<file path="config.mk">
export PLATFORM = sky130hd
export DESIGN_NAME = gray_counter
export DESIGN_NICKNAME = d
export VERILOG_FILES = /design/src/rtl/gray_counter.sv
export SDC_FILE = /design/constraint.sdc
export NUM_CORES = 1
export LEC_CHECK = 0
export CAP_MARGIN = 20
export CORE_ASPECT_RATIO = 0.9
export CORE_MARGIN = 4
export CORE_UTILIZATION = 35
export DETAILED_ROUTE_END_ITERATION = 8
export SETUP_SLACK_MARGIN = 0.2
export SYNTH_ARGS = -nofsm -noshare
export SYNTH_HDL_FRONTEND = slang
export SYNTH_SLANG_ARGS = --single-unit
</file>
<file path="constraint.sdc">
create_clock -name clk -period 2.15 [get_ports clk]
set_input_delay 0.645 -clock clk [delete_from_list [all_inputs] [get_ports clk]]
set_output_delay 0.645 -clock clk [all_outputs]
set_load 0.005 [all_outputs]
</file>
<file path="src/rtl/gray_counter.sv">
// gray_counter: N-bit up/down counter with registered binary and Gray outputs,
// binary or Gray-coded synchronous load, and wrap or saturate at the range ends.
module gray_counter #(
    parameter int N    = 4,
    parameter bit WRAP = 1'b1
) (
    input  logic         clk,
    input  logic         rst,
    input  logic         en,
    input  logic         up,
    input  logic         load,
    input  logic         load_gray,
    input  logic [N-1:0] load_val,
    output logic [N-1:0] bin_out,
    output logic [N-1:0] gray_out,
    output logic         tc,
    output logic         wrap_pulse
);
    logic [N-1:0] load_bin;
    logic [N-1:0] next_b;
    logic         step;
    // each binary bit is the XOR of all Gray bits at or above its position
    for (genvar i = 0; i < N; i++) begin : g_g2b
        assign load_bin[i] = ^(load_val >> i);
    end
    always_comb begin
        tc     = up ? &bin_out : ~|bin_out;
        step   = en && !load && !(tc && !WRAP);
        next_b = load ? (load_gray ? load_bin : load_val)
               : step ? (up ? bin_out + N'(1) : bin_out - N'(1))
               : bin_out;
    end
    // Gray is registered from next_b so both outputs change on the same edge
    always_ff @(posedge clk or posedge rst) begin
        if (rst) begin
            bin_out    <= '0;
            gray_out   <= '0;
            wrap_pulse <= 1'b0;
        end else begin
            bin_out    <= next_b;
            gray_out   <= next_b ^ (next_b >> 1);
            wrap_pulse <= step && tc;
        end
    end
endmodule

</file>
* Word-level counts from Yosys, hierarchy flattened
Cells that the tools add are included.
** Cells by class
- Add/subtract/negate cells :: 2
- Mux-type cells :: 5
- Bitwise operators :: 1
- Reductions and logical operators :: 10
** Operator list (number)
- $mux 4 :: 4
- $reduce_xor 4->1 :: 4
- $add 4x1->4 const B :: 1
- $reduce_and 4->1 :: 1
- $reduce_or 4->1 :: 1
- $sub 4x1->4 const B :: 1
- $xor 4x3->4 :: 1
- $logic_and 1x1->1 :: 2
- $logic_not 1->1 :: 2
- $mux 1 :: 1
** Word-level totals
- Bits in registers :: 9
- Output and inout bits :: 10
- Word-level logic and storage cells :: 21

* Logic depth before layout (Yosys ltp)
- Word-level depth :: 5
- Depth in mapped cells :: 6
- Mapped depth without buffers :: 6

* Worst setup path after synthesis
Ideal clock, no wire load.
- Path type :: input port to output port
- Start :: input port up
- End :: output port tc
- Arrival time :: 1348 ps
- Required time :: 1505 ps
- Setup slack :: 157 ps
- Stages :: 2
- Path buffers :: 0
- Cell sequence :: or4_1 o21ai_0
** On the way
- Cells in the longest elaborated chain, start to end :: 1
** RTL lines
- start, declared :: line 10 : input logic up,
- $mux 1 :: line 27 : tc = up ? &bin_out : ~|bin_out;
- end, declared :: line 16 : output logic tc,
Every way passes these cells.

* Final worst setup path
- Start :: register bin_out[2]
- End :: output port tc
** On the way
- Cells in the longest elaborated chain, start to end :: 3
** RTL lines
- start, declared :: line 14 : output logic [N-1:0] bin_out,
- start signal, assigned :: line 40 : bin_out <= next_b;
- $reduce_or 4->1 :: line 27
- $logic_not 1->1 :: line 27
- $mux 1 * :: line 27
Every way passes the cells marked *; elsewhere a longest branch is shown, timed or not.

==> flow_summary.ini <==
[setup_path]
crit_required_ns = 1.50
end_kind = primary output
cp_slowest_stage_delay_ns = 0.55
cp_cell_sequence = or4_4 > o21ai_2 > buf_2
crit_path_start_kind = register
cp.arrival_ns = 1.46
crit_slowest_cell = or4_4
crit_type = reg -> out
crit_family = simple AND/OR/NAND/NOR gates
critPathBufInv = 1
path_max_fanout = 2

[placement]
post-dp-hpwl_um = 1100
portBuffers = 19
placed_cell_area_sq_um = 865
dp_slack_ns = -0.749
place.gp.congestion = 0.786

[detailed_routing]
drtIter0Drc = 9
wl_met1_um = 623
ant_nets = 0
wirelength_um = 1450
vias = 536
met2_length_um = 686
dr.pass1.iters = 4
top_layer = met4
drcViolationCount = 0
routed-wl-met3_um = 93
wl_per_cell_um = 12.8
viasPerCell = 4.74

[pwr]
p_sw_uw = 210
pwr-share-comb = 0.526
clockPowerShare = 0.164
p_int_uw = 470
peakVddDrop_mv = 0.278
power_uw = 680
power.leakage_nw = 0.443
p_per_area_mw_per_mm2 = 702
seqPwrFrac = 0.310
sw_frac_of_total = 0.309

[synth]
netlist_instances = 58
syn_avg_cell_area_sq_um = 10.2
netlist-cell-type-count = 31
ys_seq_elements = 8
synth-seq-area-share = 0.338
ys.warnings.count = 0
synth_area_sq_um = 592
syn_nets = 71

[floorplanning]
core.rowCount = 13
die-area_sq_mm = 0.00241
die_width_um = 51.3
core_sq_mm = 0.00151
start_util = 0.391
die_h_um = 47.0
ios = 20

[grt]
grt_pass1_vias = 507
grt_pass1_wl_um = 2260
grt_max_degree = 10
grt-ovfl-total = 0
grt_antenna_before_repair = 0
grt.total_usage = 0.130

[worst_hold_path]
hold_class = in -> async

[layout]
nets = 106
syn_to_final_growth_pct = 63.6
fin_area_sq_um = 968
antenna_cells = 0
layout-drive-gt1-share = 0.352

[timing]
worst_slack_ns = 0.0437
post-route-period-util = 0.980
slew_violations = 0
rsz0062_at_grt = yes
tns_ns = 0
slew_headroom = 0.797
setup_violations = 0
fin_crit_ns = 2.11
worst_pin_slew_ns = 0.296
skew_ns = 0.00158
hold_ws_ns = 0.634
timing.fmax_ghz = 0.475
hold_viol = 0

[clock_network]
clock_path_buffers = 2
clkSinkCount = 8
clkTransAtPathRegs_ns = 0.05
h-tree-depth = 1
cts_tree = done
insertion_delay_ns = 0.25
postCtsHoldBufs = 0
cts_made_buffers = 3
root_buffer = clkbuf_4

[outcome]
status = finished clean

[run]
drv_cap = 0
[through the flow]
step,instances,util
2_1_floorplan,58,-
3_3_place_gp,106,0.572
3_5_place_dp,106,0.572
4_1_cts,109,0.583
5_1_grt,113,0.640
6_report,113,0.640
[sequential cells by signal, summed over array words and instances (netlist names)]
name / flops
bin_out: 4
gray_out: 3
wrap_pulse: 1
[placed cells by master, fill, tap and decap left out, types with 2 or more instances in the layout]
cell type	instances
a21oi_1	2
clkdlybuf4s50_1	15
buf_4	13
dfrtp_1	7
o21ai_0	2
clkbuf_4	3
buf_2	2
nand3_1	2
nand2b_1	2
xor2_1	4
ha_4	2
xnor2_1	3
dlymetal6s2s_1	2
nand2_1	4
inv_1	3
[timing repair]
item / 4_1_cts / 5_1_grt
pin swaps: 2 / 4
resized for setup: 10 / 11
buffers inserted: 0 / 4
endpoints found under the setup margin: 9 / 4
[cells in the mapped netlist (all sizes together)]
master,number,area share
nand3b,1,0.013
nor3b,1,0.013
xor2,5,0.087
and2,1,0.011
buf,3,0.034
or3,1,0.019
or4,1,0.013
a21oi,3,0.025
nor2,1,0.0063
a221oi,1,0.025
nor2b,1,0.011
and3b,1,0.015
nand3,2,0.017
mux2i,1,0.017
nor4bb,1,0.017
and3,1,0.011
xor3,1,0.040
a2bb2oi,2,0.030
nand2,4,0.025
xnor2,3,0.044
ha,2,0.042
or4b,1,0.017
inv,4,0.025
dfrtp,8,0.34
fa,1,0.034
o21ai,3,0.025
a211oi,1,0.013
nand2b,2,0.021
a21o,1,0.013
[metal layers]
| metal | up-vias | GRT usage |
|---|---|---|
| met1 | 242 | 0.156 |
| met2 | 20 | 0.224 |
| met5 | - | 0 |
| met4 | 0 | 0.0785 |
| met3 | 6 | 0.0222 |
| li1 | 268 | - |
[power groups by stage]
stage          combinational [mW]  clock, mW  sequential [mW]
5_1_grt                     0.390      0.122            0.216
3_3_place_gp                0.311          0            0.210
6_report                    0.358      0.112            0.210
3_5_place_dp                0.318          0            0.209
4_1_cts                     0.318      0.116            0.208
2_1_floorplan               0.142          0            0.216
[final cells by class]
| class | instances | area [sq um] |
|---|---|---|
| fill | 132 | 544 |
| multi-input combinational | 43 | 408 |
| timing repair buffer | 33 | 294 |
| sequential | 8 | 201 |
| tap | 22 | 27.5 |
| clock buffer | 3 | 22.5 |
| inverter | 4 | 15.0 |
[cell families after synthesis]
group / Yosys count / synth area share
simple gates: 19 / 0.207
compound gates: 11 / 0.131
xor+xnor: 9 / 0.171
flops: 8 / 0.338
buf+inv: 7 / 0.0592
fa+ha+maj: 3 / 0.0761
mux: 1 / 0.0169
[worst paths after layout]
path	start	to	slack (ns)	depth (start not counted)
setup / recovery	bin_out[2]	tc	0.04	3
hold / removal	rst	bin_out[1]	0.63	2
setup reg to reg	bin_out[1]	gray_out[0]	0.34	7
hold reg to reg	bin_out[3]	bin_out[3]	0.84	3
max in group asynchronous	rst	bin_out[3]	1.28	2
min in group clk	bin_out[3]	bin_out[3]	0.84	3
[worst reg2reg max path, delay by kind of cell (launching register included)]
family | cells | cell delay, ns
muxes | 1 | 0.28
buffers and inverters | 3 | 0.41
AOI/OAI and AO/OA | 1 | 0.08
DFF | 1 | 0.40
xor gates and xnor gates | 1 | 0.10
adders and majority gates | 1 | 0.41
(Power assumes the default switching activity.)
